<file path="config.mk">
export PLATFORM = sky130hd
export DESIGN_NAME = branch_predict_resolve_unit
export DESIGN_NICKNAME = d
export VERILOG_FILES = /design/src/rtl/branch_predict_resolve_unit.sv
export SDC_FILE = /design/constraint.sdc
export NUM_CORES = 2
export LEC_CHECK = 0
export ABC_AREA = 1
export BUFFER_PORTS_ARGS = -buffer_cell sky130_fd_sc_hd__buf_2
export CORE_ASPECT_RATIO = 1.2
export CORE_MARGIN = 2
export CORE_UTILIZATION = 45
export CTS_BUF_LIST = sky130_fd_sc_hd__clkbuf_8
export DETAILED_ROUTE_END_ITERATION = 10
export PLACE_DENSITY = 0.61
export SLEW_MARGIN = 20
export SYNTH_ARGS = -nofsm -noshare
export SYNTH_HDL_FRONTEND = slang
export SYNTH_SLANG_ARGS = --single-unit
</file>
<file path="constraint.sdc">
create_clock -name CLK -period 4.3 [get_ports CLK]
set_clock_uncertainty 0.15 [all_clocks]
set_input_delay 0.86 -clock CLK [delete_from_list [all_inputs] [get_ports CLK]]
set_output_delay 0.86 -clock CLK [all_outputs]
set_load 0.005 [all_outputs]
</file>
<file path="src/rtl/branch_predict_resolve_unit.sv">
// ---------------------------------------------------------------------------
// branch_predict_resolve_unit
//
// Branch prediction and EX-stage resolution for the pipeline.
//  - A direct-mapped BTB with 2-bit saturating counters supplies a next-PC
//    prediction to IF (combinational lookup).
//  - Branches and jumps are resolved in EX from the ALU flags. A
//    misprediction produces a registered redirect/flush pulse that lasts
//    one cycle.
//  - A saturating counter records mispredictions for performance monitoring.
//
// Ports:
//   CLK, RESET        clock (rising edge); asynchronous active-low reset
//   IF_PC             fetch PC to look up
//   PRED_TAKEN        predicted taken for IF_PC (combinational)
//   PRED_TARGET       predicted next PC for IF_PC (combinational)
//   EX_VALID          EX holds a real instruction
//   EX_PC             PC of the EX instruction
//   EX_BRANCH         EX instruction is a conditional branch
//   EX_JUMP           EX instruction is JAL/JALR
//   EX_FUNC3          branch funct3
//   ZERO/SIGN/UNSIGNED  ALU flags: zero, signed less-than, unsigned less-than
//   BRANCH_ADDR       computed branch target
//   JUMP_ADDR         computed jump target
//   EX_PRED_TAKEN     prediction carried down the pipe with the instruction
//   EX_PRED_TARGET    predicted target carried down the pipe
//   PC_MUX_CONTROL    registered; select REDIRECT_ADDR as the next PC
//   REDIRECT_ADDR     registered corrected PC (holds when not redirecting)
//   REG_FLUSH         registered; flush the IF/ID and ID/EX registers
//   MISPREDICT_COUNT  saturating misprediction count
// ---------------------------------------------------------------------------
module branch_predict_resolve_unit #(
   parameter int unsigned XLEN        = 32,
   parameter int unsigned BTB_ENTRIES = 16,
   parameter int unsigned CNT_W       = 16
) (
   input  logic              CLK,
   input  logic              RESET,
   input  logic [XLEN-1:0]   IF_PC,
   output logic              PRED_TAKEN,
   output logic [XLEN-1:0]   PRED_TARGET,
   input  logic              EX_VALID,
   input  logic [XLEN-1:0]   EX_PC,
   input  logic              EX_BRANCH,
   input  logic              EX_JUMP,
   input  logic [2:0]        EX_FUNC3,
   input  logic              ZERO,
   input  logic              SIGN,
   input  logic              UNSIGNED,
   input  logic [XLEN-1:0]   BRANCH_ADDR,
   input  logic [XLEN-1:0]   JUMP_ADDR,
   input  logic              EX_PRED_TAKEN,
   input  logic [XLEN-1:0]   EX_PRED_TARGET,
   output logic              PC_MUX_CONTROL,
   output logic [XLEN-1:0]   REDIRECT_ADDR,
   output logic              REG_FLUSH,
   output logic [CNT_W-1:0]  MISPREDICT_COUNT
);

   localparam int unsigned IDX   = $clog2(BTB_ENTRIES);
   localparam int unsigned TAG_W = XLEN - IDX - 2;

   // BTB storage
   logic              btb_valid  [BTB_ENTRIES];
   logic [TAG_W-1:0]  btb_tag    [BTB_ENTRIES];
   logic [XLEN-1:0]   btb_target [BTB_ENTRIES];
   logic [1:0]        btb_ctr    [BTB_ENTRIES];

   // Registered outputs
   logic              pc_mux_q;
   logic              flush_q;
   logic [XLEN-1:0]   redirect_q;
   logic [CNT_W-1:0]  count_q;

   // Lookup
   logic [IDX-1:0]    if_idx;
   logic [TAG_W-1:0]  if_tag;
   logic              if_hit;
   logic              pred_taken;

   // Resolution
   logic [IDX-1:0]    ex_idx;
   logic [TAG_W-1:0]  ex_tag;
   logic              ex_hit;
   logic              cond;
   logic              res;
   logic              taken;
   logic [XLEN-1:0]   tgt;
   logic              mispredict;

   // BTB write port
   logic              btb_we;
   logic              btb_tgt_we;
   logic [1:0]        ctr_nxt;

   // ---------------------------------------------------------------------
   // Combinational lookup; reads the array contents before this edge's write
   // ---------------------------------------------------------------------
   assign if_idx      = IF_PC[IDX+1:2];
   assign if_tag      = IF_PC[XLEN-1:IDX+2];
   assign if_hit      = btb_valid[if_idx] && (btb_tag[if_idx] == if_tag);
   assign pred_taken  = if_hit && btb_ctr[if_idx][1];
   assign PRED_TAKEN  = pred_taken;
   assign PRED_TARGET = pred_taken ? btb_target[if_idx] : IF_PC + XLEN'(4);

   // ---------------------------------------------------------------------
   // Branch condition decode
   // ---------------------------------------------------------------------
   always_comb begin
      cond = 1'b0;
      unique case (EX_FUNC3)
         3'b000:  cond = ZERO;
         3'b001:  cond = ~ZERO;
         3'b100:  cond = SIGN;
         3'b101:  cond = ~SIGN;
         3'b110:  cond = UNSIGNED;
         3'b111:  cond = ~UNSIGNED;
         default: cond = 1'b0;
      endcase
   end

   // ---------------------------------------------------------------------
   // Resolution. While the flush pulse is high the EX stage holds a
   // wrong-path instruction, so nothing is resolved in that cycle.
   // ---------------------------------------------------------------------
   assign ex_idx     = EX_PC[IDX+1:2];
   assign ex_tag     = EX_PC[XLEN-1:IDX+2];
   assign ex_hit     = btb_valid[ex_idx] && (btb_tag[ex_idx] == ex_tag);
   assign res        = EX_VALID && !flush_q && (EX_BRANCH || EX_JUMP);
   assign taken      = EX_JUMP || (EX_BRANCH && cond);
   assign tgt        = EX_JUMP ? JUMP_ADDR : BRANCH_ADDR;
   assign mispredict = (taken != EX_PRED_TAKEN) ||
                       (taken && (EX_PRED_TARGET != tgt));

   // ---------------------------------------------------------------------
   // BTB update decision
   // ---------------------------------------------------------------------
   always_comb begin
      btb_we     = 1'b0;
      btb_tgt_we = 1'b0;
      ctr_nxt    = btb_ctr[ex_idx];
      if (res) begin
         if (ex_hit) begin
            btb_we = 1'b1;
            if (EX_JUMP) begin
               ctr_nxt    = 2'b11;
               btb_tgt_we = 1'b1;
            end else if (taken) begin
               ctr_nxt    = (btb_ctr[ex_idx] == 2'b11) ? 2'b11
                                                       : btb_ctr[ex_idx] + 2'd1;
               btb_tgt_we = 1'b1;
            end else begin
               ctr_nxt    = (btb_ctr[ex_idx] == 2'b00) ? 2'b00
                                                       : btb_ctr[ex_idx] - 2'd1;
            end
         end else if (taken) begin
            // Allocate, replacing whatever aliased entry was there
            btb_we     = 1'b1;
            btb_tgt_we = 1'b1;
            ctr_nxt    = EX_JUMP ? 2'b11 : 2'b10;
         end
      end
   end

   always_ff @(posedge CLK or negedge RESET) begin
      if (!RESET) begin
         for (int unsigned i = 0; i < BTB_ENTRIES; i++) begin
            btb_valid[i]  <= 1'b0;
            btb_tag[i]    <= '0;
            btb_target[i] <= '0;
            btb_ctr[i]    <= 2'b01;
         end
      end else if (btb_we) begin
         btb_valid[ex_idx] <= 1'b1;
         btb_tag[ex_idx]   <= ex_tag;
         btb_ctr[ex_idx]   <= ctr_nxt;
         if (btb_tgt_we) begin
            btb_target[ex_idx] <= tgt;
         end
      end
   end

   // ---------------------------------------------------------------------
   // Redirect pulse, redirect address and misprediction counter
   // ---------------------------------------------------------------------
   always_ff @(posedge CLK or negedge RESET) begin
      if (!RESET) begin
         pc_mux_q   <= 1'b0;
         flush_q    <= 1'b0;
         redirect_q <= '0;
         count_q    <= '0;
      end else begin
         pc_mux_q <= res && mispredict;
         flush_q  <= res && mispredict;
         if (res && mispredict) begin
            redirect_q <= taken ? tgt : EX_PC + XLEN'(4);
            if (count_q != '1) begin
               count_q <= count_q + CNT_W'(1);
            end
         end
      end
   end

   assign PC_MUX_CONTROL   = pc_mux_q;
   assign REG_FLUSH        = flush_q;
   assign REDIRECT_ADDR    = redirect_q;
   assign MISPREDICT_COUNT = count_q;

endmodule

</file>
# Yosys cells after proc, flatten, opt, wreduce, memory -nomap -nowiden
# Cells that the tools add are included.
# classes
n_addsub,5
magnitude_cmp,3
n_eq_ne,11
mux,50
n_bitwise,6
n_reduce_logical,17
# ops
cell,count
$bwmux 512,1
$bwmux 416,1
$bmux 26 s4,2
$mux 32,6
$mux 26,5
$bmux 32 s4,1
$demux 32 s4,1
$demux 26 s4,1
$add 32x3->32 const B,2
$eq 26x26->1,2
$bwmux 32,1
$ne 32x32->1,1
$mux 2,12
$add 16x1->16 const B,1
$bmux 2 s4,2
$ne 16x16->1 const B,1
$or 16x16->16,1
$eq 3x3->1 const B,4
$mux 1,12
$ge 5x5->1 const B,2
$not 4->5,2
$logic_and 1x1->1,9
$bmux 1 s4,2
$demux 2 s4,1
14 further kinds,19
# totals
ff_bits,1025
input_bits,172
out_inout_bits,83
word_cells,159

# Longest topological paths before layout
# logic_depth
ltp_word,11
ltp_mapped,24
depth_no_buf,20

# Worst setup path before layout
# OpenSTA, ideal clock, no wires.
# synth_path
path_kind,input to output
from,input IF_PC[2]
to,output PRED_TARGET[31]
arrival_ns,3.005
required_time_ns,3.290
path_slack_ns,0.285
cell_stages,14
path_buffers,3
path_cell_list,buf_2 -> buf_4 -> buf_2 -> nand4_1 -> nor3_1 -> nand3b_1 -> nor2_1 -> nand3_1 -> nor2_1 -> nand3_1 -> nor2_1 -> nand2_1 -> xor2_1 -> o21ai_0
# synth_between
elab_chain_len,8
word_cells_on_any_way,18
classes_between,add/sub (1); eq/ne (1); mux (13); bitwise (1); reduce/logical (2)
# synth_lines
item,line_no,source
start: declaration,39,"input logic [XLEN-1:0] IF_PC,"
$not 4->5 (implied by the code),"101, 102, 104",
$bmux 26 s4,101,assign if_hit = btb_valid[if_idx] && (btb_tag[if_idx] == if_tag);
$mux 26 (implied by the code) (2 in a row),101,
$eq 26x26->1,101,
$logic_and 1x1->1,101,
$logic_and 1x1->1,102,assign pred_taken = if_hit && btb_ctr[if_idx][1];
$mux 32 *,104,assign PRED_TARGET = pred_taken ? btb_target[if_idx] : IF_PC + XLEN'(4);
end: declaration,41,"output logic [XLEN-1:0] PRED_TARGET,"
# Mark *: on every way between the ends. The rest lies on a longest branch, timed or not. The select of a mux whose other input is x is not followed.

# Worst setup path in the final report
# layout_path
from,input IF_PC[2]
to,output PRED_TARGET[29]
# The elaborated chain is that of the path after synthesis.

==> results.yml <==
synthesis:
  async_reset_ff_share_pct: 100.0
  synth_top_area_cell: "dfrtp_1"
  synth-seq-cells: 1025
  yosys.cell_count.top_type: "nand2_1"
  yosysUniqueCellTypes: 55
  synth_edf_count: 0
  yosys_warnings: 0
  yosysTopAreaCellShare_pct: 45.09
  netlist_area_um2: 56000
  syn_avg_cell_area_um2: 7.610
  synth_nets: 7537
  netlist_instances: 7359
  ys_top_cells_by_count: "nand2_1 (1,997), o21ai_0 (1,036), dfrtp_1 (1,009), inv_1 (697), a21oi_1 (502)"
  ys_top_cells_by_area: "dfrtp_1 (45%), nand2_1 (13%), o21ai_0 (9.3%)"
  ys.flop_type: "dfrtp_1"
  ys_seq_area_share_pct: 45.84
timing:
  slew_headroom_pct: 35.64
  finalSetupViolCount: 33
  slew_viol_final: 0
  hold_viol: 0
  finalWorstSetupSlack_ns: -0.3150
  fin_crit_ns: 4.615
  fmaxAchievable_ghz: 0.2167
  whs_ns: 0.1512
  rsz0062_at_grt: "yes"
  tightest_slew_ns: 0.9654
  fin_crit_sh_pct: 107.3
setup_path:
  critPathMaxFanout: 8
  critPathTopFamily: "buffers and inverters"
  reg2regPathDepth: 30
  cp-startpoint: "IF_PC[2]"
  crit_path_end_kind: "output port"
  path_class: "in2out"
  crit_buf_inv: 9
  startpoint_type: "primary input"
  worst_path_max_delay_cell: "nor2_4"
  worstPathRequired_ns: 3.29
  path_common_cell: "buf_16"
  worstPathArrival_ns: 3.61
  critical_path.cell_chain: "buf_16, clkinv_16, buf_16, buf_16, a21oi_1, o21ai_0, nand3_1, nand3_2, nand3_4, nand2_4, nor2_2, nand2_2, nand3b_1, nor2_4, inv_2, buf_8, buf_12, buf_8, o21ai_1, buf_2"
  rr_startpoint: "btb_tag[56]$_DFFE_PN0P_"
  crit_cells: 20
  slowest_delay_ns: 0.27
detailed_routing:
  firstDrtPassIters: 8
  via_per_inst: 5.685
  antenna_left: 0
  via_count: 54110
  drc: 0
  post_drt_wl_per_cell_um: 23.44
  drt-total-wl_mm: 223.1
  drtIter0Drc: 5995
clock_network:
  clockBufferDepth: 3
  cts_buffers: 173
  clock_sinks: 1025
  cts_root_buf: "clkbuf_8"
  cts_tree: "yes"
  ctsHtreeMaxLevel: 4
  clk_latency_ns: 0.93
  clk_pin_slew_worst_paths_ns: 0.06
global_route:
  grt_overflow: 0
  antenna_found_initial: 12
  grt_start_max_net_pins: 129
  grt_pass1_wl_mm: 324.1
  grt_pass1_vias: 50180
  grt_usage_pct: 33.91
power_and_ir_drop:
  p_per_area_nw_per_um2: 436.7
  leakage_nw: 32.29
  vdd_drop_max_mv: 0.2953
  finalPower_mw: 29.28
place:
  pre_cts_ws_ns: -0.6656
  dp_hpwl_mm: 147.9
  portBuffers: 254
  globalplace.congestion: 0.9748
floorplanning:
  chipWidth_um: 326.0
  ios: 255
  fp-row-count: 141
  die_h_um: 390.4
  initial_core_util_pct: 45.41
  dieArea_um2: 127300
  core_region_area_um2: 123300
min_path:
  min_from: "EX_PC[0]"
  hold_path_depth: 3
  hold_path_class: "in2reg"
cells_and_area:
  final_net_count: 7908
  fillCellCount: 11580
  drive_above_1_share_pct: 18.40
  areaGrowthSynthToFinish_pct: 19.72
outcome:
  outcome: "complete, but fails checks"
  violations: "negative setup slack"
run:
  max_cap_viol_count: 0
[cells by family (layout without fill, tap and decap cells)]
kind of cell	count (synthesis)	in the layout	share of synthesized area [%]
buf+inv	1250	1762	9.784
fa+ha+maj	6	6	0.1341
xor+xnor	79	79	1.236
compound gates	2001	2001	18.82
other cells	0	4	0
simple gates	2813	2813	20.47
flops	1025	1025	45.84
mux	185	185	3.718
[tightest hold or removal path, stage by stage]
cell and delay [ns]:
buf_2 0.08, o21ai_0 0.07, o21ai_0 0.16
[stage by stage]
step           cell area (um^2)  utilization (%)  instances  setup TNS, ns
3_5_place_dp              61360            49.76       9138         -15.94
2_1_floorplan             56000                -       7359              0
4_1_cts                   65960            53.49       9487         -5.134
3_3_place_gp              61360            49.76       9138         -16.04
6_report                  67040            54.37       9519         -7.684
5_1_grt                   67030            54.36       9516         -11.01
[area by class of cell]
| class | count | area, um^2 | area share, % |
|---|---|---|---|
| inverter | 711 | 2716 | 4.052 |
| sequential | 1025 | 25670 | 38.29 |
| multi-input combinational | 5084 | 25830 | 38.52 |
| antenna | 4 | 10.01 | 0.01493 |
| timing repair buffer | 735 | 7059 | 10.53 |
| clock inverter | 88 | 565.5 | 0.8436 |
| tap | 1644 | 2057 | 3.068 |
| clock buffer | 228 | 3138 | 4.681 |
[repair_timing]
item	4_1_cts	5_1_grt
buffers inserted	34	18
gates resized for setup	188	185
endpoints found under the hold margin	50	0
endpoints found under the setup margin	33	495
cloned	3	19
hold buffers	1	0
pin swaps	40	37
[state kept, by name, summed over array words and instances, names as in the netlist]
signal,flops
REDIRECT_ADDR,32
MISPREDICT_COUNT,16
btb_target,512
btb_ctr,32
btb_tag,416
REG_FLUSH,1
btb_valid,16
[where the power goes]
part / internal, mW / switching, mW / leakage [nW]
Clock: 5.01 / 4.37 / 2.11
Sequential: 12.0 / 1.23 / 12.8
Combinational: 2.64 / 4.07 / 17.4
Total: 19.6 / 9.66 / 32.3
[routing by layer]
layer / wire length, um / track usage, % / up-vias
met5: 64 / 0 / -
met4: 12340 / 16.81 / 10
met3: 23030 / 7.057 / 628
met2: 99550 / 52.86 / 2905
met1: 88130 / 44.84 / 25850
li1: - / - / 24720
[placed cells by master (no fill, tap or decap), types with 13 or more instances in the layout]
| cell type | count |
|---|---|
| o211ai_1 | 29 |
| nor2_1 | 263 |
| buf_4 | 308 |
| or2_2 | 17 |
| dfrtp_1 | 1009 |
| clkinv_2 | 22 |
| o21a_1 | 73 |
| buf_2 | 244 |
| nor2_2 | 18 |
| a21boi_0 | 27 |
| o21ai_0 | 948 |
| inv_1 | 721 |
| nand3_2 | 23 |
| clkbuf_16 | 16 |
| nand2_2 | 36 |
| a311o_1 | 16 |
| nand3_1 | 364 |
| clkbuf_8 | 228 |
| nor3_1 | 22 |
| inv_2 | 24 |
| nor2_4 | 40 |
| nand4_1 | 27 |
| buf_6 | 26 |
| nand2_4 | 13 |
| xor2_1 | 60 |
| o21ai_1 | 338 |
| nand2_1 | 1953 |
| xnor2_1 | 17 |
| buf_12 | 123 |
| mux2_2 | 184 |
| o21ai_2 | 22 |
| a21oi_1 | 495 |
| dfstp_2 | 16 |
[final timing paths]
kind	slack, ns	end
worst max-delay path	-0.32	PRED_TARGET[29]
worst min-delay path	0.15	REDIRECT_ADDR[0]$_DFFE_PN0P_
worst max register to register	0.27	btb_tag[328]$_DFFE_PN0P_
worst min register to register	0.31	btb_ctr[30]$_DFFE_PN1P_
max in group asynchronous	2.56	btb_tag[168]$_DFFE_PN0P_
min in group asynchronous	0.34	btb_target[331]$_DFFE_PN0P_
No activity file was read; power rests on OpenSTA's default activity.
